==> src/rtl/cam_ctrl_if.sv <==
`default_nettype none
// ============================================================================
//  Module      : cam_ctrl_if
//  Description : Request/response handshake bundle between a requester and
//                the CAM controller.
//  Revision    : 1.0 - initial release
// ============================================================================
interface cam_ctrl_if #(
    parameter int WORD_SIZE   = 16,
    parameter int ENTRY_WIDTH = 7
);
    logic                   req_valid;
    logic                   req_ready;
    logic [1:0]             req_op;
    logic [WORD_SIZE-1:0]   req_data;
    logic [ENTRY_WIDTH-1:0] req_addr;
    logic                   rsp_valid;
    logic                   rsp_ready;
    logic                   rsp_hit;
    logic [ENTRY_WIDTH-1:0] rsp_addr;
    logic                   rsp_evict;

    modport master (
        output req_valid, req_op, req_data, req_addr, rsp_ready,
        input  req_ready, rsp_valid, rsp_hit, rsp_addr, rsp_evict
    );

    modport slave (
        input  req_valid, req_op, req_data, req_addr, rsp_ready,
        output req_ready, rsp_valid, rsp_hit, rsp_addr, rsp_evict
    );
endinterface
`default_nettype wire

==> src/rtl/cam_ctrl.sv <==
`default_nettype none
// ============================================================================
//  Module      : cam_ctrl
//  Description : Search/insert/delete controller for a latch-based CAM array.
//  Revision    : 1.0 - initial release
// ============================================================================
module cam_ctrl #(
    parameter int WORD_SIZE   = 16,
    parameter int ROW_NUM     = 68,
    parameter int ENTRY_WIDTH = 7
) (
    input  wire                     clk,
    input  wire                     rst,
    cam_ctrl_if.slave               bus,
    output logic [ENTRY_WIDTH:0]    entry_count,
    output logic [WORD_SIZE-1:0]    cam_data,
    output logic [ROW_NUM-1:0]      cam_write_en,
    output logic                    cam_search_en,
    input  wire  [ROW_NUM-1:0]      cam_match_array
);

    localparam logic [1:0] c_op_search = 2'b00;
    localparam logic [1:0] c_op_insert = 2'b01;
    localparam logic [1:0] c_op_delete = 2'b10;
    localparam logic [ENTRY_WIDTH:0]   c_row_num  = (ENTRY_WIDTH+1)'(ROW_NUM);
    localparam logic [ENTRY_WIDTH-1:0] c_last_row = ENTRY_WIDTH'(ROW_NUM - 1);

    typedef enum logic [2:0] {
        S_IDLE   = 3'd0,
        S_SEARCH = 3'd1,
        S_EVAL   = 3'd2,
        S_WRITE  = 3'd3,
        S_RESP   = 3'd4
    } state_t;

    state_t                 state_q, state_d;
    logic [1:0]             op_q, op_d;
    logic [ROW_NUM-1:0]     valid_q, valid_d;
    logic [ROW_NUM-1:0]     hitvec_q, hitvec_d;
    logic [ENTRY_WIDTH-1:0] victim_q, victim_d;
    logic [ENTRY_WIDTH-1:0] target_q, target_d;
    logic                   evict_q, evict_d;
    logic [ENTRY_WIDTH:0]   count_q, count_d;
    logic                   rsp_valid_q, rsp_valid_d;
    logic                   rsp_hit_q, rsp_hit_d;
    logic [ENTRY_WIDTH-1:0] rsp_addr_q, rsp_addr_d;
    logic                   rsp_evict_q, rsp_evict_d;
    logic [ROW_NUM-1:0]     cam_write_en_q, cam_write_en_d;
    logic                   cam_search_en_q, cam_search_en_d;
    logic [WORD_SIZE-1:0]   cam_data_q, cam_data_d;

    logic                   w_hit_found;
    logic [ENTRY_WIDTH-1:0] w_hit_idx;
    logic                   w_free_found;
    logic [ENTRY_WIDTH-1:0] w_free_idx;
    logic [ENTRY_WIDTH-1:0] w_ins_target;
    logic                   w_del_in_range;

    // Lowest-index priority encoders over the snapshot hits and the free rows
    always_comb begin
        w_hit_found  = 1'b0;
        w_hit_idx    = '0;
        w_free_found = 1'b0;
        w_free_idx   = '0;
        for (int i = ROW_NUM - 1; i >= 0; i--) begin
            if (hitvec_q[i]) begin
                w_hit_found = 1'b1;
                w_hit_idx   = ENTRY_WIDTH'(i);
            end
            if (!valid_q[i]) begin
                w_free_found = 1'b1;
                w_free_idx   = ENTRY_WIDTH'(i);
            end
        end
    end

    assign w_ins_target   = w_free_found ? w_free_idx : victim_q;
    assign w_del_in_range = ({1'b0, bus.req_addr} < c_row_num);

    always_comb begin
        state_d         = state_q;
        op_d            = op_q;
        valid_d         = valid_q;
        hitvec_d        = hitvec_q;
        victim_d        = victim_q;
        target_d        = target_q;
        evict_d         = evict_q;
        count_d         = count_q;
        rsp_valid_d     = rsp_valid_q;
        rsp_hit_d       = rsp_hit_q;
        rsp_addr_d      = rsp_addr_q;
        rsp_evict_d     = rsp_evict_q;
        cam_data_d      = cam_data_q;
        cam_write_en_d  = '0;
        cam_search_en_d = 1'b0;

        case (state_q)
            S_IDLE: begin
                if (bus.req_valid) begin
                    op_d        = bus.req_op;
                    cam_data_d  = bus.req_data;
                    rsp_evict_d = 1'b0;
                    rsp_hit_d   = 1'b0;
                    rsp_addr_d  = '0;
                    if (bus.req_op == c_op_search || bus.req_op == c_op_insert) begin
                        state_d         = S_SEARCH;
                        cam_search_en_d = 1'b1;
                    end else begin
                        state_d     = S_RESP;
                        rsp_valid_d = 1'b1;
                        if (bus.req_op == c_op_delete) begin
                            rsp_addr_d = bus.req_addr;
                            // Out-of-range rows answer a miss and touch nothing
                            if (w_del_in_range) begin
                                rsp_hit_d             = valid_q[bus.req_addr];
                                valid_d[bus.req_addr] = 1'b0;
                                if (valid_q[bus.req_addr]) begin
                                    count_d = count_q - 1'b1;
                                end
                            end
                        end
                    end
                end
            end
            S_SEARCH: begin
                hitvec_d = cam_match_array & valid_q;
                state_d  = S_EVAL;
            end
            S_EVAL: begin
                if (w_hit_found) begin
                    state_d     = S_RESP;
                    rsp_valid_d = 1'b1;
                    rsp_hit_d   = 1'b1;
                    rsp_addr_d  = w_hit_idx;
                end else if (op_q == c_op_search) begin
                    state_d     = S_RESP;
                    rsp_valid_d = 1'b1;
                end else begin
                    state_d                      = S_WRITE;
                    target_d                     = w_ins_target;
                    evict_d                      = !w_free_found;
                    cam_write_en_d[w_ins_target] = 1'b1;
                end
            end
            S_WRITE: begin
                valid_d[target_q] = 1'b1;
                if (evict_q) begin
                    victim_d = (victim_q == c_last_row) ? '0 : victim_q + 1'b1;
                end else begin
                    count_d = count_q + 1'b1;
                end
                state_d     = S_RESP;
                rsp_valid_d = 1'b1;
                rsp_hit_d   = 1'b0;
                rsp_addr_d  = target_q;
                rsp_evict_d = evict_q;
            end
            S_RESP: begin
                if (bus.rsp_ready) begin
                    rsp_valid_d = 1'b0;
                    state_d     = S_IDLE;
                end
            end
            default: begin
                state_d = S_IDLE;
            end
        endcase
    end

    always_ff @(posedge clk or posedge rst) begin
        if (rst) begin
            state_q         <= S_IDLE;
            op_q            <= '0;
            valid_q         <= '0;
            hitvec_q        <= '0;
            victim_q        <= '0;
            target_q        <= '0;
            evict_q         <= 1'b0;
            count_q         <= '0;
            rsp_valid_q     <= 1'b0;
            rsp_hit_q       <= 1'b0;
            rsp_addr_q      <= '0;
            rsp_evict_q     <= 1'b0;
            cam_write_en_q  <= '0;
            cam_search_en_q <= 1'b0;
            cam_data_q      <= '0;
        end else begin
            state_q         <= state_d;
            op_q            <= op_d;
            valid_q         <= valid_d;
            hitvec_q        <= hitvec_d;
            victim_q        <= victim_d;
            target_q        <= target_d;
            evict_q         <= evict_d;
            count_q         <= count_d;
            rsp_valid_q     <= rsp_valid_d;
            rsp_hit_q       <= rsp_hit_d;
            rsp_addr_q      <= rsp_addr_d;
            rsp_evict_q     <= rsp_evict_d;
            cam_write_en_q  <= cam_write_en_d;
            cam_search_en_q <= cam_search_en_d;
            cam_data_q      <= cam_data_d;
        end
    end

    assign bus.req_ready = (state_q == S_IDLE);
    assign bus.rsp_valid = rsp_valid_q;
    assign bus.rsp_hit   = rsp_hit_q;
    assign bus.rsp_addr  = rsp_addr_q;
    assign bus.rsp_evict = rsp_evict_q;
    assign entry_count   = count_q;
    assign cam_data      = cam_data_q;
    assign cam_write_en  = cam_write_en_q;
    assign cam_search_en = cam_search_en_q;

endmodule
`default_nettype wire

==> src/flat_wrapper.sv <==
// flat-port wrapper written by rule: the top's interface ports become plain ports
module cam_ctrl_flat 
#(
    parameter int WORD_SIZE   = 16,
    parameter int ROW_NUM     = 68,
    parameter int ENTRY_WIDTH = 7
)
  (clk, rst, entry_count, cam_data, cam_write_en, cam_search_en, cam_match_array, bus_req_valid, bus_req_op, bus_req_data, bus_req_addr, bus_rsp_ready, bus_req_ready, bus_rsp_valid, bus_rsp_hit, bus_rsp_addr, bus_rsp_evict);
  cam_ctrl_if #(.WORD_SIZE(WORD_SIZE), .ENTRY_WIDTH(ENTRY_WIDTH)) bus_i ();
  input  wire clk;
  input  wire rst;
  output logic [ENTRY_WIDTH:0] entry_count;
  output logic [WORD_SIZE-1:0] cam_data;
  output logic [ROW_NUM-1:0] cam_write_en;
  output logic cam_search_en;
  input  wire  [ROW_NUM-1:0] cam_match_array;
  input wire logic [$bits(bus_i.req_valid)-1:0] bus_req_valid;
  input wire logic [$bits(bus_i.req_op)-1:0] bus_req_op;
  input wire logic [$bits(bus_i.req_data)-1:0] bus_req_data;
  input wire logic [$bits(bus_i.req_addr)-1:0] bus_req_addr;
  input wire logic [$bits(bus_i.rsp_ready)-1:0] bus_rsp_ready;
  output wire logic [$bits(bus_i.req_ready)-1:0] bus_req_ready;
  output wire logic [$bits(bus_i.rsp_valid)-1:0] bus_rsp_valid;
  output wire logic [$bits(bus_i.rsp_hit)-1:0] bus_rsp_hit;
  output wire logic [$bits(bus_i.rsp_addr)-1:0] bus_rsp_addr;
  output wire logic [$bits(bus_i.rsp_evict)-1:0] bus_rsp_evict;
  assign bus_i.req_valid = bus_req_valid;
  assign bus_i.req_op = bus_req_op;
  assign bus_i.req_data = bus_req_data;
  assign bus_i.req_addr = bus_req_addr;
  assign bus_i.rsp_ready = bus_rsp_ready;
  assign bus_req_ready = bus_i.req_ready;
  assign bus_rsp_valid = bus_i.rsp_valid;
  assign bus_rsp_hit = bus_i.rsp_hit;
  assign bus_rsp_addr = bus_i.rsp_addr;
  assign bus_rsp_evict = bus_i.rsp_evict;
  cam_ctrl #(.WORD_SIZE(WORD_SIZE), .ROW_NUM(ROW_NUM), .ENTRY_WIDTH(ENTRY_WIDTH)) u_core (.clk(clk), .rst(rst), .bus(bus_i), .entry_count(entry_count), .cam_data(cam_data), .cam_write_en(cam_write_en), .cam_search_en(cam_search_en), .cam_match_array(cam_match_array));
endmodule
==> config.mk <==
export PLATFORM = sky130hd
export DESIGN_NAME = cam_ctrl_flat
export DESIGN_NICKNAME = d
export VERILOG_FILES = /design/src/rtl/cam_ctrl_if.sv /design/src/rtl/cam_ctrl.sv /design/src/flat_wrapper.sv
export SDC_FILE = /design/constraint.sdc
export NUM_CORES = 1
export LEC_CHECK = 0
export ABC_CLOCK_PERIOD_IN_PS = 9050
export BUFFER_PORTS_ARGS = -buffer_cell sky130_fd_sc_hd__buf_4
export CAP_MARGIN = 20
export CORE_AREA = 2 2 154 216
export DETAILED_ROUTE_END_ITERATION = 12
export DIE_AREA = 0 0 156 218
export PLACE_DENSITY = 0.67
export SLEW_MARGIN = 20
export SYNTH_ARGS = -nofsm -noshare
export SYNTH_HDL_FRONTEND = slang
export SYNTH_SLANG_ARGS = --single-unit
==> constraint.sdc <==
create_clock -name clk -period 9.05 [get_ports clk]
set_input_delay 1.81 -clock clk [delete_from_list [all_inputs] [get_ports clk]]
set_output_delay 1.81 -clock clk [all_outputs]
set_load 0.02 [all_outputs]
==> flow_summary.toml <==
[run_status]
status = "completed"

[power]
irDropWorstVdd_uv = 150
leakage_nw = 6.83
total_power_w = 0.00394
p_clk_share_pct = 32.8
switchingPower_w = 0.00135
internal_power_w = 0.00259
swShare_pct = 34.3
seq_power_share_pct = 36.0
combPwrFrac_pct = 31.2
powerDensity_nw_per_um2 = 254

[synth]
synth_fp_nets = 1485
synth_area_leader_cell = "dfrtp_1"
ys_seq_area_share_pct = 51.3
yosysMostFrequentCell = "dfrtp_1"
syn_area_per_cell_um2 = 9.16
synth_edf_count = 0
syn_area_um2 = 12600
synth_flop_cell = "dfrtp_1"
syn_inst = 1380
ys_ff_latch = 259
yosysWarnings = 0
synth_top_area_share_pct = 51.3
synthTopCellsByCount = "259 x dfrtp_1, 245 x nand2_1, 144 x nor2_1, 138 x a21oi_1, 106 x o21ai_0"
synthTopCellsByArea = "dfrtp_1 51%, nand2_1 7.3%, a21oi_1 5.5%, nor2_1 4.3%, o21ai_0 4.2%"
ys_types = 80
async_flop_share_pct = 100

[sta]
clock.fmax_mhz = 225
worst_pin_slew_ps = 1080
fin_tns_setup_ps = 0
fin_skew_ps = 25.0
hold_violations = 0
relSlewSlack_pct = 27.6
setup_violations = 0
drv_slew = 0
rsz0062_at_grt = "false"
finalCritPeriodShare_pct = 49.2
min_period_ps = 4450

[route]
vias = 11700
firstDrtPassIters = 7
wl_um = 43700
wl_per_cell_um = 22.1
vias_per_cell = 5.92
ant_nets = 0
drcViolationCount = 0
first_iter_violations = 1214

[cells_and_area]
nFillCells = 2988
antenna_cells = 0
area_growth_pct = 22.8
fin_cells = 1976
layout.nets = 1661
drive_gt1_share_pct = 20.0
fin_area_um2 = 15500
utilization_pct = 48.4

[worst_setup_path]
start_kind = "input pin"
crit_buf_inv = 1
worst_path_dominant_cell_family = "simple AND/OR/NAND/NOR gates"
worst-path-max-fanout = 21
critPathKind = "input pin to register"
max_stage_delay_ps = 780
reg2reg_depth = 8
end_kind = "register"
path_common_cell = "nand2_1"
crit_arrival_ps = 4910
required_ps = 9510
path_cells = "buf_4 > and2_1 > nand4b_1 > nor2_1 > nand2_1 > nor3_1 > nand2_1 > a22o_1"
cp.depth = 8
slowest_stage = "and2_1"

[hold_path]
min_delay_path_depth = 1
hold_path.class = "register to register"

[floorplanning]
initial_core_util_pct = 39.4
fp.dieW_um = 156
pin_count = 201
die_h_um = 218
core_um2 = 32100
rows = 78
dieArea_um2 = 34000

[global_route]
overflow = 0
grt_pass1_vias = 11600
antenna_found_initial = 0
grt_use_total_pct = 25.6
grt_max_degree = 107
grt_pass1_wl_um = 66600

[flow_run]
drv_cap = 0

[placed_design]
port_buffers = 200
gp_congestion = 0.977
placed_cell_area_um2 = 14500
numPlacedInstances = 1928
hpwlAfterDp_um = 31700

[clocking]
cts_resized = 0
numClockSinks = 259
htree_levels = 1
cts_max_path_buffers = 3
cts_buffers = 26
cts_tree = "done"
clk_pin_slew_ps = 70
cts.hold.buffers_added = 0
post-cts-setup-buffer-count = 0
clk_latency_ps = 570
cts-root-buf = "clkbuf_16"
## layer usage
layer  vias to the layer above  global-route usage (%)  part of all wire [%]
li1                       5277                       -                     -
met1                      5643                    30.9                    37
met2                       602                    43.1                    49
met3                       171                    3.90                   8.0
met4                         0                    15.4                   6.4
met5                         -                       0                     0
## placed cells by master, fill, tap and decap left out, types with 8 or more instances in the layout
master       n
a21oi_1    138
a221oi_1     8
a22o_1      13
a22oi_1      8
a31oi_1     15
and3_1       9
buf_4      208
bufinv_16    8
clkbuf_16   26
dfrtp_1    259
inv_1       37
mux2_2      34
mux2i_1      9
nand2_1    245
nand2b_1    16
nand3_1     32
nand4_1     23
nor2_1     144
nor2b_1     19
nor3_1      18
nor4_1      19
o21ai_0    106
o31ai_1     15
## registers in the layout, summed over array words and instances, names as in the netlist, 7 cells and up
register and count:
u_core.victim_q 7, u_core.bus.rsp_addr 7, u_core.cam_data 16, u_core.entry_count 8
u_core.hitvec_q 68, u_core.target_q 7, u_core.valid_q 68, u_core.cam_write_en 68
## worst register-to-register path, delay by kind of cell, from the launching register on
family / cells / cell delay, ps
compound gates: 1 / 210
flops: 1 / 490
simple gates: 7 / 3550
## path summary, 6_finish.rpt
path / start / slack [ps] / end
max: bus_req_valid / 4600 / u_core.valid_q[10]$_DFFE_PP0P_
min: u_core.entry_count[7]$_DFFE_PP0P_ / 480 / u_core.entry_count[7]$_DFFE_PP0P_
max reg2reg: u_core.state_q[2]$_DFFE_PP0P_ / 4710 / u_core.valid_q[10]$_DFFE_PP0P_
min reg2reg: u_core.entry_count[7]$_DFFE_PP0P_ / 480 / u_core.entry_count[7]$_DFFE_PP0P_
max in group asynchronous: rst / 6270 / u_core.cam_data[1]$_DFFE_PP0P_
min in group asynchronous: rst / 1390 / u_core.hitvec_q[66]$_DFFE_PP0P_
## through the flow
stage          hold slack, ps  setup slack [ps]
5_1_grt                   497              4370
6_report                  481              4600
3_3_place_gp              474              4100
4_1_cts                   482              4670
3_5_place_dp              471              4080
2_1_floorplan             465               113
## power groups by stage
| stage | sequential (W) | clock (W) | combinational, W |
|---|---|---|---|
| finish | 0.00142 | 0.00129 | 0.00123 |
| global route | 0.00144 | 0.00135 | 0.00134 |
| CTS | 0.00142 | 0.00131 | 0.00121 |
| detailed placement | 0.00144 | 0 | 0.00121 |
| global placement | 0.00144 | 0 | 0.00120 |
| floorplan | 0.00149 | 0 | 0.000701 |
## layout make-up
type	instances	area, µm²	area share, %
multi-input cells	1020	5780	37.2
inverters	39	154	0.991
clock inverters	13	280	1.80
clock buffers	35	754	4.86
well taps	400	500	3.22
repair buffers	210	1580	10.2
flip-flops and latches	259	6480	41.7
## cells by family after synthesis
| family | count (synthesis) | share of synthesized area [%] |
|---|---|---|
| AO/OA/AOI/OAI | 378 | 18.2 |
| XOR/XNOR | 9 | 0.624 |
| adder cells (fa/ha/maj) | 8 | 0.851 |
| buffers and inverters | 101 | 3.17 |
| flip-flops | 259 | 51.3 |
| multiplexers | 46 | 4.28 |
| AND/OR/NAND/NOR | 579 | 21.6 |
No activity file was read; power rests on OpenSTA's default activity.
